==> config.mk <==
export PLATFORM = sky130hd
export DESIGN_NAME = fpadd_scheduler
export DESIGN_NICKNAME = d
export VERILOG_FILES = /design/src/rtl/fpadd_sched_pkg.sv /design/src/rtl/rr_arbiter.sv /design/src/rtl/fpadd_scheduler.sv
export SDC_FILE = /design/constraint.sdc
export NUM_CORES = 1
export LEC_CHECK = 0
export CAP_MARGIN = 5
export CELL_PAD_IN_SITES_DETAIL_PLACEMENT = 1
export CELL_PAD_IN_SITES_GLOBAL_PLACEMENT = 1
export CORE_MARGIN = 4
export CORE_UTILIZATION = 23
export DETAILED_ROUTE_END_ITERATION = 10
export PLACE_DENSITY = 0.73
export RECOVER_POWER = 25
export SYNTH_ARGS = -nofsm -noshare
export SYNTH_HDL_FRONTEND = slang
export SYNTH_SLANG_ARGS = --single-unit
==> constraint.sdc <==
create_clock -name clk -period 2.75 [get_ports clk]
set_clock_uncertainty 0.05 [all_clocks]
set_input_delay 0.275 -clock clk [delete_from_list [all_inputs] [get_ports clk]]
set_output_delay 0.275 -clock clk [all_outputs]
set_load 0.05 [all_outputs]
==> src/rtl/fpadd_sched_pkg.sv <==
// rtl/fpadd_sched_pkg.sv - shared types and widths for the FP adder scheduler
package fpadd_sched_pkg;

    localparam int EXP_W = 8;
    localparam int MAN_W = 23;
    localparam int FP_W  = 1 + EXP_W + MAN_W;

    typedef logic [FP_W-1:0] fp_word_t;

    typedef enum logic [1:0] {
        IDLE,
        EVAL,
        RESP
    } state_t;

endpackage

==> src/rtl/rr_arbiter.sv <==
// rtl/rr_arbiter.sv - round-robin pick of the first request at or above ptr, with wrap
module rr_arbiter #(
    parameter int N = 4
) (
    input  logic [N-1:0]         req,
    input  logic [$clog2(N)-1:0] ptr,
    output logic [N-1:0]         gnt,
    output logic [$clog2(N)-1:0] gnt_idx,
    output logic                 any
);

    localparam int IW = $clog2(N);

    logic found;

    always_comb begin
        gnt     = '0;
        gnt_idx = '0;
        any     = |req;
        found   = 1'b0;
        for (int k = 0; k < N; k++) begin
            if (!found && req[IW'((int'(ptr) + k) % N)]) begin
                found                         = 1'b1;
                gnt[IW'((int'(ptr) + k) % N)] = 1'b1;
                gnt_idx                       = IW'((int'(ptr) + k) % N);
            end
        end
    end

endmodule

==> src/rtl/fpadd_scheduler.sv <==
// rtl/fpadd_scheduler.sv - time-shares one combinational FP adder among NUM_REQ requesters
module fpadd_scheduler
    import fpadd_sched_pkg::*;
#(
    parameter int NUM_REQ     = 4,
    parameter int EVAL_CYCLES = 2
) (
    input  logic                              clk,
    input  logic                              reset,
    input  logic [NUM_REQ-1:0]                req_valid,
    output logic [NUM_REQ-1:0]                req_ready,
    input  logic [NUM_REQ-1:0][FP_W-1:0]      req_a,
    input  logic [NUM_REQ-1:0][FP_W-1:0]      req_b,
    output logic [NUM_REQ-1:0]                resp_valid,
    input  logic [NUM_REQ-1:0]                resp_ready,
    output fp_word_t                          resp_result,
    output logic [$clog2(NUM_REQ)-1:0]        grant_id,
    output logic                              busy,
    output fp_word_t                          fp_a,
    output fp_word_t                          fp_b,
    input  fp_word_t                          fp_result
);

    localparam int ID_W  = $clog2(NUM_REQ);
    localparam int CNT_W = (EVAL_CYCLES > 1) ? $clog2(EVAL_CYCLES) : 1;

    state_t            state, state_n;
    logic [ID_W-1:0]   rr_ptr;
    logic [CNT_W-1:0]  cnt;
    fp_word_t          result_q;

    logic [NUM_REQ-1:0] arb_gnt;
    logic [ID_W-1:0]    arb_idx;
    logic               arb_any;

    rr_arbiter #(.N(NUM_REQ)) u_arb (
        .req     (req_valid),
        .ptr     (rr_ptr),
        .gnt     (arb_gnt),
        .gnt_idx (arb_idx),
        .any     (arb_any)
    );

    always_ff @(posedge clk) begin
        if (reset) state <= IDLE;
        else       state <= state_n;
    end

    always_comb begin
        state_n    = state;
        req_ready  = '0;
        resp_valid = '0;
        case (state)
            IDLE: begin
                req_ready = arb_gnt;
                if (arb_any) state_n = EVAL;
            end
            EVAL: begin
                if (cnt == '0) state_n = RESP;
            end
            RESP: begin
                resp_valid[grant_id] = 1'b1;
                if (resp_ready[grant_id]) state_n = IDLE;
            end
            default: state_n = IDLE;
        endcase
    end

    // Pointer moves only on response completion so a requester keeps its turn through backpressure.
    always_ff @(posedge clk) begin
        if (reset) begin
            rr_ptr   <= '0;
            grant_id <= '0;
            cnt      <= '0;
            fp_a     <= '0;
            fp_b     <= '0;
            result_q <= '0;
        end else begin
            case (state)
                IDLE: begin
                    if (arb_any) begin
                        fp_a     <= req_a[arb_idx];
                        fp_b     <= req_b[arb_idx];
                        grant_id <= arb_idx;
                        cnt      <= CNT_W'(EVAL_CYCLES - 1);
                    end
                end
                EVAL: begin
                    if (cnt == '0) result_q <= fp_result;
                    else           cnt      <= cnt - CNT_W'(1);
                end
                RESP: begin
                    if (resp_ready[grant_id])
                        rr_ptr <= (grant_id == ID_W'(NUM_REQ - 1)) ? '0 : grant_id + ID_W'(1);
                end
                default: ;
            endcase
        end
    end

    assign resp_result = result_q;
    assign busy        = (state != IDLE);

endmodule

## Yosys cells after proc, flatten, opt, wreduce, memory -nomap -nowiden

Index checks and enable logic that the tools add are counted.

- Word-level logic and storage cells: 102
- Bits of input ports: 298
- Output and inout port bits: 107
- Register bits: 103

- Reductions and logical operators: 20
- Order comparisons: 11
- $add $sub $neg: 5
- Multiplexer cells: 49
- Bitwise logic cells: 4
- Eq/ne operators: 6

Operator list:

| cell | count |
|---|---|
| 32-bit binary-select mux with 2-bit select | 2 |
| 32-bit 2-to-1 mux | 2 |
| 4-bit 2-to-1 mux | 6 |
| 1-bit 2-to-1 mux | 19 |
| 2-bit by 4-bit less-than comparator with 1-bit output (second input constant) | 4 |
| 2-bit 2-to-1 mux | 8 |
| 4-bit bitwise OR | 3 |
| 1-bit binary-select mux with 2-bit select | 5 |
| 1-bit demux with 2-bit select | 5 |
| 2-bit by 1-bit >= comparator with 1-bit output (second input constant) | 5 |
| 1-bit logical AND | 8 |
| 2-bit AND reduction | 4 |
| 2-bit by 3-bit less-than comparator with 1-bit output (second input constant) | 2 |
| 2-bit != test (second input constant) | 3 |
| 2-bit case mux with 3 select lines | 1 |
| 2-bit by 1-bit adder with 2-bit output (second input constant) | 2 |
| 2-bit adder (second input constant) | 2 |
| 2-bit == test (second input constant) | 2 |
| 2-bit nonzero test | 2 |
| 4-bit OR reduction | 1 |
| 1-bit logical NOT | 3 |
| 3-bit AND reduction | 1 |
| 2-bit by 1-bit == test with 1-bit output (second input constant) | 1 |
| 2-bit logical NOT | 1 |
| other kinds (3) | 3 |

## Longest topological paths before layout

- Depth in word-level cells: 15
- Mapped depth: 13
- Mapped depth without buffers: 8

## Modules after synthesis

A second synthesis with hierarchy kept.

- Cell total of the unflattened synthesis: 478
- Area total of the unflattened synthesis: 5675.4 um^2

By module, submodules not included:

| module | seq. area each (um^2) | area an instance (um^2) | times used | cells each |
|---|---|---|---|---|
| fpadd_scheduler | 2062.0 | 5154.9 | 1 | 413 |
| rr_arbiter | 0.0 | 520.5 | 1 | 65 |

## Worst setup path after synthesis

Ideal clock, no wire load.

- Kind: reg2out
- Start point: register rr_ptr[0]
- End point: output port req_ready[0]
- Data arrival time: 2729 ps
- Cell stages (with the launch flop): 11
- Buffers on the path: 2
- Path slack: -304 ps
- Required time: 2425 ps
- Cell sequence: dfxtp_1 -> buf_2 -> inv_1 -> ha_1 -> clkbuf_1 -> and3b_1 -> o21ai_0 -> o22ai_1 -> a22oi_1 -> nand2b_1 -> a21oi_1

- Cells in the longest elaborated chain, start to end: 14
- Elaborated cells on any way between the ends: 52
- Those cells by class: add/sub (3); order compare (8); mux (28); bitwise (3); reduce/logical (10)

RTL lines:

| element | line | text |
|---|---|---|
| start, declared | fpadd_scheduler.sv:28 | `logic [ID_W-1:0] rr_ptr;` |
| start signal, assigned | fpadd_scheduler.sv:94 | `rr_ptr <= (grant_id == ID_W'(NUM_REQ - 1)) ? '0 : grant_id + ID_W'(1);` |
| parallel branches: the longest is 12 deep, another holds 2-bit by 4-bit less-than comparator with 1-bit output | n/a |  |
| 4-bit 2-to-1 mux * | rr_arbiter.sv:22 | `if (!found && req[IW'((int'(ptr) + k) % N)]) begin` |
| 4-bit 2-to-1 mux * | fpadd_scheduler.sv:53 | `case (state)` |
| end, declared | fpadd_scheduler.sv:11 | `output logic [NUM_REQ-1:0] req_ready,` |

Mark *: on every way between the ends. The select of a mux whose other input is x is not followed.

## Worst setup path in the final report

- Start point: register rr_ptr[1]
- End point: output port req_ready[1]

Same word-level chain as after synthesis.

==> reports/metrics.csv <==
stage,metric,value,unit
cts,clock buffer depth,2,
synthesis,mux contribution to synthesized area,0.0719,
hold_path,critical hold path startpoint,fp_result[3],
critical_path,Worst Path Arrival,2.35,ns
hold_path,kind of path behind the tightest hold check,in2reg,
layout,summed area of non-filler cells in the final layout,0.0117,mm²
cts,number of sinks on the clock net,103,
die,number of placement rows,61,
cts,Max H-tree Level,3,
synthesis,complex-gate fraction of the synthesized area,0.311,
drt,Via density,5.19,
grt,wire length of the first global-routing pass,50900,µm
pwr,cell area power density,532,mW/mm²
cts,clock slew seen by the registers of the worst setup and hold paths,0.09,ns
grt,largest net degree at the start of global routing,64,
place,number of buffers inserted by port buffering,404,
grt,vias in the first global route,8552,
synthesis,number of library cell types mapped by synthesis,50,
drt,overall routed net length,34000,µm
synthesis,adder-cell share of the synthesized area,0.0231,
sta,Worst Max-Slew Pin Slew,1.22,ns
place,post-detailed-placement cell area,0.0112,mm²
drt,number of routed nets with antenna violations,0,
cts,CTS tree,yes,
layout,layout-stage area growth over the synthesis result,79.7,%
grt,number of antenna violations at the first check in global routing,1,
die,die extent in y,176,µm
critical_path,setup slack on the worst flop-to-flop path,0.10,ns
grt,combined global-route utilization of all metal layers,0.208,
synthesis,proportion of synthesized chip area in sequential cells,0.317,
hold_path,worst min-delay path endpoint,resp_result[3]$_SDFFE_PP0P_,
synthesis,number of enable flip-flop cells after synthesis,0,
layout,Total Nets Final,1490,
synthesis,Synth Area per Inst,8.22,µm²
synthesis,largest cells by area after synthesis,"dfxtp_1 32%, a211oi_1 8.1%, and3_1 6.8%",
cts,CTS Buf Count,9,
outcome,outcome,"finished, final reports clean",
synthesis,gate count of the mapped netlist,792,
sta,Final setup viols,0,
die,overall die width,176,µm
synthesis,share of the synthesized area in the top cell type,0.317,
drt,violation count after the first detailed-route iteration,453,
drt,number of iterations in the first detailed-routing pass,5,
critical_path,crit-path max FO,6,
critical_path,reg2reg end,fp_b[11]$_SDFFE_PP0P_,
cts,CTS hold repair buffers,0,
critical_path,element type at the critical path end,output port,
die,core area,0.0279,mm²
cts,clock latency reported for the late side of the worst-skew pair,0.35,ns
critical_path,Critical Path Start Type,register,
critical_path,beginning of the worst register-to-register path,rr_ptr[1]$_SDFFE_PP0P_,
sta,Post-Route Setup TNS,0,ns
layout,share of final-layout standard cells stronger than drive strength 1,0.106,
pwr,Max IR drop VDD,0.257,mV
critical_path,type of the setup path with the least slack,reg2out,
synthesis,net count after synthesis,1102,
pwr,leakage component of the power,4.62,nW
die,area enclosed by the die boundary,0.0310,mm²
sta,final-report hold violation count,0,
grt,grt total ovfl,0,
sta,final critical path time including I/O delays and setup,2.67,ns
synthesis,synth warn,0,
synthesis,dominant combinational cell family by area after synthesis,compound AO/OA/AOI/OAI gates,
drt,vias post-DR,8110,
cts,cell at the root of the clock tree,clkbuf_16,
critical_path,FF-to-FF path depth,9,
place,final estimated routing congestion in global placement,0.828,
synthesis,xor/xnor cell area share of the yosys netlist,0,
synthesis,post-synthesis async set-or-reset flop share,0,
drt,number of remaining DRC errors,0,
synthesis,post-synthesis instance area,0.00651,mm²
pwr,Overall Power,0.00622,W
die,Top Ports,405,
sta,remaining max-slew budget at the tightest pin,0.188,
sta,Tcrit/Tclk final,0.972,
synthesis,largest area contributor in the synthesized netlist,dfxtp_1,
synthesis,register bit total from synthesis,103,
place,Detail Placement HPWL,25900,µm
synthesis,Post-Synth Simple-Gate Area,0.212,
synthesis,top_reg_cell synth,dfxtp_1,
run,Max Cap Violations,0,
drt,per-cell routed wire length,21.8,µm
sta,max-slew violations,0,
critical_path,data required time at the worst endpoint,2.42,ns
hold_path,worst hold stages,3,
die,Initial Utilization,0.234,
sta,achievable frequency,0.374,GHz
-- sequential cells by signal, indices dropped and copies added (netlist names) --
signal and cells:
state 2, fp_b 32, fp_a 32, cnt 1, resp_result 32, rr_ptr 2, grant_id 2
-- how the worst max path moves through the flow --
stage,from,to,cells past startpoint
2_1_floorplan,rr_ptr[0]$_SDFFE_PP0P_,fp_a[0]$_SDFFE_PP0P_,12
3_3_place_gp,req_valid[1],fp_b[11]$_SDFFE_PP0P_,9
3_5_place_dp,req_valid[2],fp_b[11]$_SDFFE_PP0P_,9
4_1_cts,rr_ptr[0]$_SDFFE_PP0P_,req_ready[0],10
5_1_grt,rr_ptr[1]$_SDFFE_PP0P_,req_ready[1],8
6_report,rr_ptr[1]$_SDFFE_PP0P_,req_ready[1],8
-- cell usage in the layout (no fill, tap or decap), drive strengths merged, types with 28 or more instances in the layout --
cell type / n
o21bai: 28
a32o: 28
a22oi: 30
a211oi: 70
and3: 71
a221oi: 30
nor2: 50
mux2i: 32
nor4: 36
a21oi: 73
nand2: 78
buf: 63
clkdlybuf4s50: 383
dfxtp: 103
-- per-layer routing --
metal	track usage	routed length [µm]
met5	0	0
met2	0.373	16900
met1	0.233	12900
met4	0.0543	771
met3	0.0773	3490
-- synthesized netlist by cell type (all sizes together), types with 3 or more instances --
| cell type | instances |
|---|---|
| nand2 | 78 |
| clkbuf | 54 |
| o21bai | 28 |
| a21oi | 73 |
| a211oi | 70 |
| nor2 | 50 |
| nor4 | 36 |
| a32o | 28 |
| a22oi | 30 |
| nor2b | 3 |
| buf | 32 |
| ha | 12 |
| and3 | 71 |
| inv | 7 |
| nand2b | 9 |
| o21ai | 7 |
| a221oi | 30 |
| mux2 | 4 |
| mux2i | 32 |
| nand3 | 7 |
| and2 | 5 |
| dfxtp | 103 |
| mux4 | 4 |
-- report_power, final --
| group | switching, W | internal [W] | total (W) |
|---|---|---|---|
| Combinational | 0.00179 | 0.00125 | 0.00304 |
| Sequential | 0.000129 | 0.00170 | 0.00183 |
| Clock | 0.000707 | 0.000639 | 0.00135 |
| Total | 0.00262 | 0.00359 | 0.00622 |
-- kinds of logic after synthesis --
logic type | after synthesis
fa+ha+maj | 12
simple gates | 268
buf+inv | 93
mux | 40
flops | 103
compound gates | 276
-- cell type report --
type | instances | area, µm²
multi-input combinational | 596 | 4170
antenna | 1 | 2.50
timing repair buffer | 463 | 4670
clock buffer | 9 | 225
clock inverter | 7 | 62.6
inverter | 7 | 28.8
tap | 378 | 473
sequential | 103 | 2070
fill | 3252 | 16200
-- repair_timing --
item / 4_1_cts / 5_1_grt
setup endpoints to repair: 6 / 20
gates resized for setup: 15 / 17
hold endpoints to repair: 0 / 0
pin swaps: 4 / 5
setup buffers: 2 / 4
cloned: 0 / 0
-- metrics by stage --
stage                     instances  hold slack, ns   util  worst slack (ns)
final                          1564           0.406  0.420            0.0774
after global routing           1564           0.402  0.420           -0.0108
after CTS                      1559           0.388  0.416           -0.0174
after detailed placement       1541           0.399  0.403            -0.169
after global placement         1541           0.391  0.403            -0.127
after floorplan                 792           0.361      -          0.000651
-- worst max-delay path, cell delays in order (launching register included) --
cell and delay, ns:
dfxtp_4 0.38, buf_8 0.12, mux4_2 0.51, buf_4 0.17, nor2b_2 0.17, a221o_1 0.30, o21ai_2 0.09, a21oi_4 0.08
buf_12 0.16
Note: power is estimated with default switching activity, not from simulation.
